$ cat config.mk
export PLATFORM = sky130hd
export DESIGN_NAME = mem_port_arbiter_flat
export DESIGN_NICKNAME = d
export VERILOG_FILES = /design/src/rtl/mem_arb_pkg.sv /design/src/rtl/mem_port_arbiter_if.sv /design/src/rtl/rr_picker.sv /design/src/rtl/mem_port_arbiter.sv /design/src/flat_wrapper.sv
export SDC_FILE = /design/constraint.sdc
export NUM_CORES = 1
export LEC_CHECK = 0
export CAP_MARGIN = 10
export CORE_AREA = 2 2 124 126
export CTS_CLUSTER_SIZE = 24
export DETAILED_ROUTE_END_ITERATION = 6
export DIE_AREA = 0 0 126 128
export PLACE_DENSITY = 0.73
export SYNTH_ARGS = -nofsm -noshare
export SYNTH_HDL_FRONTEND = slang
export SYNTH_SLANG_ARGS = --single-unit
$ cat constraint.sdc
create_clock -name clk -period 2.35 [get_ports clk]
set_input_delay 0.235 -clock clk [delete_from_list [all_inputs] [get_ports clk]]
set_output_delay 0.235 -clock clk [all_outputs]
set_load 0.005 [all_outputs]
$ cat src/rtl/mem_arb_pkg.sv
// ============================================================================
// Module   : mem_arb_pkg
// Brief    : Shared widths, word typedefs and helpers for the memory arbiter.
// Revision : 1.0 - initial release
// ============================================================================
`default_nettype none

package mem_arb_pkg;

    localparam int MEM_ADDR_W = 10;
    localparam int MEM_DATA_W = 36;
    localparam int STAT_W     = 16;

    typedef logic [MEM_ADDR_W-1:0]        mem_addr_t;
    typedef logic signed [MEM_DATA_W-1:0] mem_data_t;

    // Index width for a requester count; never collapses to zero bits.
    function automatic int ptr_width(input int n);
        return (n > 2) ? $clog2(n) : 1;
    endfunction

endpackage

`default_nettype wire

$ cat src/rtl/mem_port_arbiter_if.sv
// ============================================================================
// Module   : mem_port_arbiter_if
// Brief    : Requester handshake, response and memory-port bundle.
// Revision : 1.0 - initial release
// ============================================================================
`default_nettype none

interface mem_port_arbiter_if
    import mem_arb_pkg::*;
#(
    parameter int NUM_REQ = 3,
    parameter int ADDR_W  = MEM_ADDR_W,
    parameter int DATA_W  = MEM_DATA_W
);

    logic [NUM_REQ-1:0]              req_valid;
    logic [NUM_REQ-1:0]              req_we;
    logic [NUM_REQ-1:0][ADDR_W-1:0]  req_addr;
    logic [NUM_REQ-1:0][DATA_W-1:0]  req_wdata;
    logic [NUM_REQ-1:0]              req_ready;
    logic [NUM_REQ-1:0]              rsp_valid;
    logic [DATA_W-1:0]               rsp_data;
    logic [ADDR_W-1:0]               mem_addr;
    logic [DATA_W-1:0]               mem_wdata;
    logic                            mem_we;
    logic                            mem_re;
    logic [DATA_W-1:0]               mem_rdata;
    logic [NUM_REQ-1:0][STAT_W-1:0]  stat_grant_cnt;

    modport slave (
        input  req_valid, req_we, req_addr, req_wdata, mem_rdata,
        output req_ready, rsp_valid, rsp_data,
        output mem_addr, mem_wdata, mem_we, mem_re, stat_grant_cnt
    );

    modport master (
        output req_valid, req_we, req_addr, req_wdata, mem_rdata,
        input  req_ready, rsp_valid, rsp_data,
        input  mem_addr, mem_wdata, mem_we, mem_re, stat_grant_cnt
    );

endinterface

`default_nettype wire

$ cat src/rtl/rr_picker.sv
// ============================================================================
// Module   : rr_picker
// Brief    : Round-robin one-hot picker starting the search at the pointer.
// Revision : 1.0 - initial release
// ============================================================================
`default_nettype none

module rr_picker
    import mem_arb_pkg::*;
#(
    parameter int NUM_REQ = 3,
    parameter int PTR_W   = ptr_width(NUM_REQ)
) (
    input  logic [NUM_REQ-1:0] req,
    input  logic [PTR_W-1:0]   ptr,
    output logic [NUM_REQ-1:0] gnt
);

    localparam int SUM_W = PTR_W + 1;

    logic [SUM_W-1:0] sum;
    logic [PTR_W-1:0] idx;
    logic             found;

    always_comb begin
        gnt   = '0;
        found = 1'b0;
        sum   = '0;
        idx   = '0;
        for (int off = 0; off < NUM_REQ; off++) begin
            sum = {1'b0, ptr} + SUM_W'(off);
            if (sum >= SUM_W'(NUM_REQ)) begin
                sum = sum - SUM_W'(NUM_REQ);
            end
            idx = sum[PTR_W-1:0];
            if (!found && req[idx]) begin
                gnt[idx] = 1'b1;
                found    = 1'b1;
            end
        end
    end

endmodule

`default_nettype wire

$ cat src/rtl/mem_port_arbiter.sv
// ============================================================================
// Module   : mem_port_arbiter
// Brief    : Single-port memory arbiter: DSP priority, round-robin, anti-starve.
// Config   : define MEM_ARB_STATS_EN for per-requester 16-bit grant counters
// Revision : 1.0 - initial release
// ============================================================================
`default_nettype none

module mem_port_arbiter
    import mem_arb_pkg::*;
#(
    parameter int NUM_REQ      = 3,
    parameter int ADDR_W       = MEM_ADDR_W,
    parameter int DATA_W       = MEM_DATA_W,
    parameter int STARVE_LIMIT = 15
) (
    input  logic              clk,
    input  logic              reset_n,
    mem_port_arbiter_if.slave bus
);

    localparam int PTR_W = ptr_width(NUM_REQ);
    localparam int CNT_W = $clog2(STARVE_LIMIT + 1);

    logic [PTR_W-1:0]   rr_ptr_q, rr_ptr_d;
    logic [CNT_W-1:0]   wait_q [NUM_REQ];
    logic [CNT_W-1:0]   wait_d [NUM_REQ];
    logic [NUM_REQ-1:0] rr_req, rr_gnt, starve_gnt, grant;
    logic               starve_hit;
    logic [ADDR_W-1:0]  mem_addr_q, mem_addr_d;
    logic [DATA_W-1:0]  mem_wdata_q, mem_wdata_d;
    logic               mem_we_q, mem_we_d, mem_re_q, mem_re_d;
    logic [NUM_REQ-1:0] rd_own_q, rd_own_d, rsp_valid_q, rsp_valid_d;

    assign rr_req = bus.req_valid & {{(NUM_REQ-1){1'b1}}, 1'b0};

    rr_picker #(.NUM_REQ(NUM_REQ), .PTR_W(PTR_W)) u_rr (
        .req (rr_req),
        .ptr (rr_ptr_q),
        .gnt (rr_gnt)
    );

    // Starvation beats the DSP core; the DSP core beats round-robin.
    always_comb begin
        starve_gnt = '0;
        starve_hit = 1'b0;
        for (int i = 1; i < NUM_REQ; i++) begin
            if (!starve_hit && bus.req_valid[i] && wait_q[i] == CNT_W'(STARVE_LIMIT)) begin
                starve_gnt[i] = 1'b1;
                starve_hit    = 1'b1;
            end
        end
        grant = '0;
        if (!reset_n) begin
            grant = '0;
        end else if (starve_hit) begin
            grant = starve_gnt;
        end else if (bus.req_valid[0]) begin
            grant[0] = 1'b1;
        end else begin
            grant = rr_gnt;
        end
    end

    always_comb begin
        mem_addr_d  = mem_addr_q;
        mem_wdata_d = mem_wdata_q;
        mem_we_d    = 1'b0;
        mem_re_d    = 1'b0;
        rd_own_d    = '0;
        rr_ptr_d    = rr_ptr_q;
        for (int i = 0; i < NUM_REQ; i++) begin
            wait_d[i] = '0;
            if (grant[i]) begin
                mem_addr_d  = bus.req_addr[i];
                mem_wdata_d = bus.req_wdata[i];
                mem_we_d    = bus.req_we[i];
                mem_re_d    = !bus.req_we[i];
                rd_own_d[i] = !bus.req_we[i];
                if (i != 0) begin
                    rr_ptr_d = (i == NUM_REQ - 1) ? PTR_W'(1) : PTR_W'(i + 1);
                end
            end
            if (i != 0 && !grant[i]) begin
                wait_d[i] = wait_q[i];
                if (bus.req_valid[i] && wait_q[i] != CNT_W'(STARVE_LIMIT)) begin
                    wait_d[i] = wait_q[i] + 1'b1;
                end
            end
        end
        rsp_valid_d = rd_own_q;
    end

    always_ff @(posedge clk or negedge reset_n) begin
        if (!reset_n) begin
            rr_ptr_q    <= PTR_W'(1);
            mem_addr_q  <= '0;
            mem_wdata_q <= '0;
            mem_we_q    <= 1'b0;
            mem_re_q    <= 1'b0;
            rd_own_q    <= '0;
            rsp_valid_q <= '0;
            for (int i = 0; i < NUM_REQ; i++) begin
                wait_q[i] <= '0;
            end
        end else begin
            rr_ptr_q    <= rr_ptr_d;
            mem_addr_q  <= mem_addr_d;
            mem_wdata_q <= mem_wdata_d;
            mem_we_q    <= mem_we_d;
            mem_re_q    <= mem_re_d;
            rd_own_q    <= rd_own_d;
            rsp_valid_q <= rsp_valid_d;
            for (int i = 0; i < NUM_REQ; i++) begin
                wait_q[i] <= wait_d[i];
            end
        end
    end

    assign bus.req_ready = grant;
    assign bus.rsp_valid = rsp_valid_q;
    assign bus.rsp_data  = reset_n ? bus.mem_rdata : '0;
    assign bus.mem_addr  = mem_addr_q;
    assign bus.mem_wdata = mem_wdata_q;
    assign bus.mem_we    = mem_we_q;
    assign bus.mem_re    = mem_re_q;

`ifdef MEM_ARB_STATS_EN
    for (genvar g = 0; g < NUM_REQ; g++) begin : g_stat
        logic [STAT_W-1:0] cnt_q, cnt_d;

        always_comb begin
            cnt_d = cnt_q;
            if (grant[g] && cnt_q != '1) begin
                cnt_d = cnt_q + 1'b1;
            end
        end

        always_ff @(posedge clk or negedge reset_n) begin
            if (!reset_n) begin
                cnt_q <= '0;
            end else begin
                cnt_q <= cnt_d;
            end
        end

        assign bus.stat_grant_cnt[g] = cnt_q;
    end
`else
    assign bus.stat_grant_cnt = '0;
`endif

endmodule

`default_nettype wire

$ cat src/flat_wrapper.sv
// flat-port wrapper written by rule: the top's interface ports become plain ports
module mem_port_arbiter_flat import mem_arb_pkg::*;
#(
    parameter int NUM_REQ      = 3,
    parameter int ADDR_W       = MEM_ADDR_W,
    parameter int DATA_W       = MEM_DATA_W,
    parameter int STARVE_LIMIT = 15
)
  (clk, reset_n, bus_req_valid, bus_req_we, bus_req_addr, bus_req_wdata, bus_mem_rdata, bus_req_ready, bus_rsp_valid, bus_rsp_data, bus_mem_addr, bus_mem_wdata, bus_mem_we, bus_mem_re, bus_stat_grant_cnt);
  mem_port_arbiter_if #(.NUM_REQ(NUM_REQ), .ADDR_W(ADDR_W), .DATA_W(DATA_W)) bus_i ();
  input  logic clk;
  input  logic reset_n;
  input wire logic [$bits(bus_i.req_valid)-1:0] bus_req_valid;
  input wire logic [$bits(bus_i.req_we)-1:0] bus_req_we;
  input wire logic [$bits(bus_i.req_addr)-1:0] bus_req_addr;
  input wire logic [$bits(bus_i.req_wdata)-1:0] bus_req_wdata;
  input wire logic [$bits(bus_i.mem_rdata)-1:0] bus_mem_rdata;
  output wire logic [$bits(bus_i.req_ready)-1:0] bus_req_ready;
  output wire logic [$bits(bus_i.rsp_valid)-1:0] bus_rsp_valid;
  output wire logic [$bits(bus_i.rsp_data)-1:0] bus_rsp_data;
  output wire logic [$bits(bus_i.mem_addr)-1:0] bus_mem_addr;
  output wire logic [$bits(bus_i.mem_wdata)-1:0] bus_mem_wdata;
  output wire logic [$bits(bus_i.mem_we)-1:0] bus_mem_we;
  output wire logic [$bits(bus_i.mem_re)-1:0] bus_mem_re;
  output wire logic [$bits(bus_i.stat_grant_cnt)-1:0] bus_stat_grant_cnt;
  assign bus_i.req_valid = bus_req_valid;
  assign bus_i.req_we = bus_req_we;
  assign bus_i.req_addr = bus_req_addr;
  assign bus_i.req_wdata = bus_req_wdata;
  assign bus_i.mem_rdata = bus_mem_rdata;
  assign bus_req_ready = bus_i.req_ready;
  assign bus_rsp_valid = bus_i.rsp_valid;
  assign bus_rsp_data = bus_i.rsp_data;
  assign bus_mem_addr = bus_i.mem_addr;
  assign bus_mem_wdata = bus_i.mem_wdata;
  assign bus_mem_we = bus_i.mem_we;
  assign bus_mem_re = bus_i.mem_re;
  assign bus_stat_grant_cnt = bus_i.stat_grant_cnt;
  mem_port_arbiter #(.NUM_REQ(NUM_REQ), .ADDR_W(ADDR_W), .DATA_W(DATA_W), .STARVE_LIMIT(STARVE_LIMIT)) u_core (.clk(clk), .reset_n(reset_n), .bus(bus_i));
endmodule
==> results.md, run 1 <==
- Drt first pass iters: 5
- Leakage: 0.00316 uW
- Skew final: 4.52 ps
- Slowest stage delay, CP: 530 ps
- Power Total: 7140 uW
- Cell row count: 45
- Largest net degree at the start of global routing: 34
- Internal: 4590 uW
- Mux cell area share after synthesis: 0.234%
- Total GRT Usage: 18.4%
- Setup crit end kind: primary output
- Avg Vias per Cell: 4.85
- Post-synthesis sequential area ratio: 37.5%
- PD cells: 937 nW/um^2
- Main combinational cell family by area after synthesis: simple AND/OR/NAND/NOR gates
- CP cell instances: inv_2 -> ha_4 -> buf_6 -> a221o_1 -> a31oi_1 -> a21o_2 -> inv_4 -> buf_6
- CP startpoint kind: register
- Ant. Diodes: 0
- Most used cell, CP: buf_6
- Path depth of the worst reg2reg path: 10
- Setup CP Type: register to primary output
- GRT Residual Overflow: 0
- Layout fillers: 1406
- Multi-input gate area: 2270 sq um
- Synth Area in Adders: 1.76%
- Count of cell types in the netlist: 41
- H-Tree Depth: 3
- Number of DRC markers in iteration 0: 236
- Net Sw Frac: 35.7%
- Clock buffer depth: 2
- XOR/XNOR Fraction of Synth Area: 1.02%
- Worst-skew pair later-pin latency: 330 ps
- Worst-path clk slew: 50 ps
- Setup TNS: -128 ps
- Slew Viols, Final: 0
- Yosys reg bits: 64
- TritonCTS Buffers: 9
- Initial antenna violation count: 0
- Seq pwr share: 27.6%
- DP Worst Slack: -182 ps
- CTS sink count: 64
- Status: finished, violations left
- Synthesis-to-layout area growth: 78.4%
- IO Count: 320
- Die Span X: 126 um
- Final hold vios: 0
- Simple logic cell fraction of the synthesized area: 28.1%
- RSZ-0062 raised after global routing: yes
- HP Class: input port to asynchronous set/reset pin
- Starting Density: 28.8%
- Clock share of power: 16.9%
- Maxcap violations: 0
- Fin worst setup slack: -67.5 ps
- Antenna viol nets, final: 0
- Synth Area in Compound Gates: 15.9%
- FF/Latch Area: 1600 sq um
- Synthesized area: 4270 sq um
- Number of global-route vias before repair: 4559
- DRC viols: 0
- Port Buf Inserts: 271
- Post-DP HPWL: 11600 um
- Global-route wire length before repair: 23700 um
- Arrival @ worst endpoint: 2180 ps
- Avg Cell Area, Syn: 8.36 sq um
- Die area: 16100 sq um
- Period utilization: 103%
- Final min period: 2420 ps
- Crit path max fanout: 6
- Routability cong.: 0.840
- Layout cells sized above 1: 12.5%
- Syn Inst Count: 511
- CP Data Required Time: 2120 ps
- Wirelength per Cell: 16.2 um
- Nets: 980
- Final setup vio count: 3
- CTS tree: built
- Via Count: 4767
- Clock Tree Root: clkbuf_16
- Slowest-stage cell, CP: dfstp_2
- Syn. warnings: 0
- Logic pwr share: 55.6%
- NetSw: 2550 uW
- Violated checks: setup timing
- Max VDD drop: 0.391 mV
- Highest Clock Rate: 414 MHz
- Core footprint: 14900 sq um
- Total detailed-routing wirelength: 16000 um
- Die outline height: 128 um
==> Yosys cell counts, drive strengths merged <==
cell type  instances  area (sq um)
nand2              6          22.5
a21o               1          8.76
dfrtp             63          1580
and2              37           231
o31a               1          8.76
ha                 6          75.1
a221o              1          10.0
o32ai              1          8.76
xnor2              2          17.5
conb               1          3.75
xor2               3          26.3
inv                7          26.3
a311oi             1          8.76
nand3b             5          37.5
nor2              57           214
nor3b              1          7.51
nand3             98           591
nand2b             2          12.5
nand4              3          18.8
nor2b              5          31.3
and3b              2          21.3
mux2i              1          10.0
o22a               1          8.76
dfstp              1          26.3
o21bai             2          15.0
a31o               1          8.76
buf               83           593
a32oi              1          8.76
clkinv             1          5.00
clkbuf             9          33.8
o21ai              5          25.0
nor3               1          5.00
a31oi             49           307
and2b              1          10.0
a21oi             52           260
==> state kept, by name (all words and copies together) (netlist names) <==
name and count:
u_core.wait_q 8, u_core.bus.mem_we 1, u_core.rr_ptr_q 2, u_core.bus.mem_addr 10
u_core.rd_own_q 3, u_core.bus.mem_wdata 36, u_core.bus.rsp_valid 3, u_core.bus.mem_re 1
==> cell families (layout without fill, tap and decap cells) <==
group / count (synthesis) / count (layout)
compound gates: 116 / 116
xor+xnor: 5 / 5
fa+ha+maj: 6 / 6
buf+inv: 100 / 337
flops: 64 / 64
mux: 1 / 1
other cells: 1 / 48
simple gates: 218 / 218
==> power by group through the flow <==
stage	clock network, uW	logic, uW	registers [uW]
3_3_place_gp	0	3560	1960
4_1_cts	1240	3750	1970
3_5_place_dp	0	3620	1980
2_1_floorplan	0	1760	1960
6_report	1210	3970	1970
5_1_grt	1280	4310	2040
==> critical path: cells and delay by family (launching register included) <==
| family | cells | cell delay [ps] |
|---|---|---|
| buffers and inverters | 4 | 360 |
| flip-flops | 1 | 530 |
| adder cells (fa/ha/maj) | 1 | 250 |
| AO/OA/AOI/OAI | 3 | 720 |
==> final timing paths <==
check | start | endpoint | slack, ps
setup / recovery | u_core.rr_ptr_q[0] | bus_req_ready[0] | -70
min in group clk | u_core.rd_own_q[2] | u_core.bus.rsp_valid[2] | 350
max in group asynchronous | reset_n | u_core.bus.mem_wdata[28] | 1170
hold / removal | reset_n | u_core.bus.mem_addr[3] | 330
setup reg to reg | u_core.rr_ptr_q[0] | u_core.bus.mem_re | -40
hold reg to reg | u_core.rd_own_q[2] | u_core.bus.rsp_valid[2] | 350
==> cells in the final DEF, fill, tap and decap left out, drive strengths merged, types with 3 or more instances in the layout <==
master         instances
a21oi                 52
a31oi                 49
and2                  37
buf                   44
clkbuf                16
clkdlybuf4s50        267
conb                  48
dfrtp                 63
ha                     6
inv                    7
nand2                  6
nand3                 98
nand3b                 5
nand4                  3
nor2                  57
nor2b                  5
o21ai                  5
xor2                   3
==> area by class of cell <==
cell class	count	area share [%]
repair buffers	315	42.4
clock inverters	1	0.0656
multi-input cells	394	29.8
clock buffers	13	3.28
inverters	8	0.443
flip-flops and latches	64	21.0
well taps	188	3.09
==> metrics by stage <==
stage / area, sq um / std cells / util (%) / hold WS, ps
2_1_floorplan: 4450 / 558 / - / -60.6
3_3_place_gp: 7080 / 959 / 47.7 / 146
5_1_grt: 7620 / 983 / 51.3 / 344
4_1_cts: 7420 / 977 / 49.9 / 322
6_report: 7620 / 983 / 51.3 / 327
3_5_place_dp: 7080 / 959 / 47.7 / 147
==> routing by layer <==
metal | track usage, % | up-vias | share of wire, %
met2 | 32.4 | 230 | 51
met1 | 21.7 | 2256 | 40
li1 | - | 2256 | -
met5 | 0 | - | 0
met3 | 4.88 | 25 | 7.7
met4 | 6.46 | 0 | 1.7
==> timing repair <==
action | in CTS | in global routing
hold buffers | 1 | 0
endpoints found under the hold margin | 12 | 0
gates resized for setup | 23 | 24
endpoints found under the setup margin | 52 | 51
buffers inserted | 3 | 3
gates cloned | 1 | 3
pin swaps | 7 | 4
(Power assumes the default switching activity.)
==> inputs of run 2 (changes only) <==
GPL_ROUTABILITY_DRIVEN = 0   (was not set)
==> results of run 2 <==
Same layout as run 1: the final DEF is identical, and so are final timing and power.
==> RTL change (config.mk and constraints of run 2) <==
Set the package constant `STAT_W` to 24 (it was 16).
--- a/src/rtl/mem_arb_pkg.sv
+++ b/src/rtl/mem_arb_pkg.sv
@@ -10,5 +10,5 @@
     localparam int MEM_ADDR_W = 10;
     localparam int MEM_DATA_W = 36;
-    localparam int STAT_W     = 16;
+    localparam int STAT_W     = 24;
 
     typedef logic [MEM_ADDR_W-1:0]        mem_addr_t;
Interface: changed (resized bus_stat_grant_cnt); port bits go from 320 to 344. The function was not compared with the original's and may differ.
==> RTL change against run 2 <==
- the run still ends with setup timing left
- sequential share of layout area down 1.5 points
- total power up 11%
- area after synthesis up 4.2%
- sequential cell count unchanged
- worst setup slack worse by 0.0071 ns
- count of clock-buffer cells in the layout down 3
- wire length up 6.9%
- final area up 7.5%
- fmax down 0.29%
- critical path type is now register to register
- critical endpoint is now u_core.bus.mem_wdata[23]
==> RTL change: results (changes against run 2) <==
cts:
  path_clk_slew_ns: 0.06
  cts_buffers: 9  # unchanged
  ctsHtreeMaxLevel: 3  # unchanged
  clock_latency_ns: 0.33  # about the same
  clockBufferDepth: 2  # unchanged
  root_buffer: "clkbuf_16"
route:
  drc_errors: 0  # unchanged
  totalWireLength_um: 17100  # +6.9%
  firstDrtPassIters: 5  # unchanged
  vias: 4977  # +4.4%
  first_iter_violations: 249  # +5.5%
  routedWlPerCell_um: 16.6  # +2.5%
yosys:
  synthFlopType: "dfrtp_1"
  yosys-top-cells-area: "dfrtp_1 35%, buf_4 12%, nand3_1 8.8%"
  yosys.area_share.xor_xnor_pct: 0.983  # -0.041 points
  synth_compound_area_share_pct: 15.2  # -0.64 points
  postSynth.asyncResetShare_pct: 100  # unchanged
  yosysSeqAreaShare_pct: 36.0  # -1.5 points
  synth_common_cells: "78 x nand3_1, 73 x buf_4, 63 x dfrtp_1"
  synth.area.mux_share_pct: 0.225  # -0.0095 points
  synth-adder-area-share_pct: 1.69  # -0.071 points
  avgSynthCellArea_um2: 8.33  # -0.46%
  yosysWarnings: 0  # unchanged
  synth.distinct_cells: 41  # unchanged
grt:
  grt_pass1_wl_um: 24700  # +4.3%
  grt_pass1_vias: 4855  # +6.5%
  grt_util_all_layers_pct: 19.4  # +0.99 points
  antenna_found_initial: 0  # unchanged
  grt_start_max_net_pins: 33  # -2.9%
sta:
  setup_viol: 24  # +21
  finClkSkew_ns: 0.00748  # +0.00296 ns
  layout_setup_ws_ns: -0.0746  # -0.00709 ns
critical_path:
  timing.rr.end: "u_core.bus.mem_wdata[23]"
  worstRegToRegCells: 11  # +1
  worstPathArrival_ns: 2.68  # +0.50 ns
  r2r-start: "u_core.rr_ptr_q[0]"
  critPathMaxFanout: 7  # +1
finish:
  largest_reg_flops: 36  # unchanged
  drive_gt1_share_pct: 20.0  # +7.5 points
  nNetsFinal: 1020  # +4.1%
  antenna_cells: 0  # unchanged
placed_design:
  hpwl_um: 12200  # +5.1%
  place_ws_ns: -0.181  # +0.00131 ns
  numPortBuffers: 271  # unchanged
power_and_ir_drop:
  ir_drop_mv: 0.433  # +11%
  leakage_nw: 3.44  # +9.0%
status:
  status: "complete, but fails checks"
  violations: "setup timing"
worst_hold_path:
  min_path_type: "input port to async pin"
RTL change: cell count changes after synthesis, sizes merged:
cell,before,now
buf,83,107
RTL change: logic make-up after synthesis:
logic type / count (synthesis)
and+or+nand+nor: 218
buffers and inverters: 124
AOI/OAI and AO/OA: 116
DFF: 64
adders and majority gates: 6
xor gates and xnor gates: 5
other: 1
muxes: 1
RTL change: final cells by class:
| type | instances | area [um2] |
|---|---|---|
| clock inverter | 6 | 116 |
| fill | 1380 | 6670 |
| clock buffer | 10 | 239 |
| tap | 188 | 235 |
| sequential | 64 | 1600 |
| timing repair buffer | 331 | 3380 |
| multi-input combinational | 418 | 2590 |
| inverter | 8 | 37.5 |
RTL change: worst max path at each step:
stage | startpoint | to | cells after the start
6_report | u_core.rr_ptr_q[0] | u_core.bus.mem_wdata[23] | 11
5_1_grt | u_core.rr_ptr_q[0] | bus_req_ready[0] | 10
4_1_cts | u_core.rr_ptr_q[0] | bus_req_ready[0] | 10
3_5_place_dp | u_core.rr_ptr_q[0] | bus_req_ready[0] | 8
3_3_place_gp | u_core.rr_ptr_q[0] | bus_req_ready[0] | 8
2_1_floorplan | u_core.rr_ptr_q[0] | u_core.bus.mem_addr[0] | 11
RTL change: power breakdown:
group	leakage [nW]	internal (mW)	switching (mW)
logic	2.48	2.45	1.92
registers	0.784	1.64	0.354
clock network	0.173	1.07	0.525
total	3.44	5.16	2.80
RTL change: metal layers:
metal / share of wire, % / global-route usage (%)
met3: 8.1 / 5.88
met1: 38 / 21.5
met2: 52 / 35.4
met5: 0 / 0
met4: 2.0 / 6.40
RTL change: worst max-delay path, cell delays in order, from the launching register on:
cell and delay, ns:
dfstp_2 0.54, buf_6 0.10, ha_4 0.13, and3b_4 0.21, a221o_1 0.34, a31oi_1 0.15
a21o_2 0.19, buf_6 0.12, buf_12 0.14, clkbuf_16 0.17, nand3_2 0.09, a31oi_2 0.17
RTL change: per-stage QoR:
stage                     setup TNS [ns]  hold slack, ns  cell area, um2
after global routing               -5.24          0.0721            8200
final                             -0.715          0.0425            8200
after detailed placement           -2.85           0.337            7290
after global placement            -0.591           0.332            7290
after floorplan                        0         -0.0606            4720
after CTS                        -0.0622          0.0431            7780
RTL change: timing repair:
item	CTS	global route
buffers inserted	5	2
pin swaps	8	64
endpoints found under the setup margin	52	55
gates resized for setup	31	74
cloned	1	3
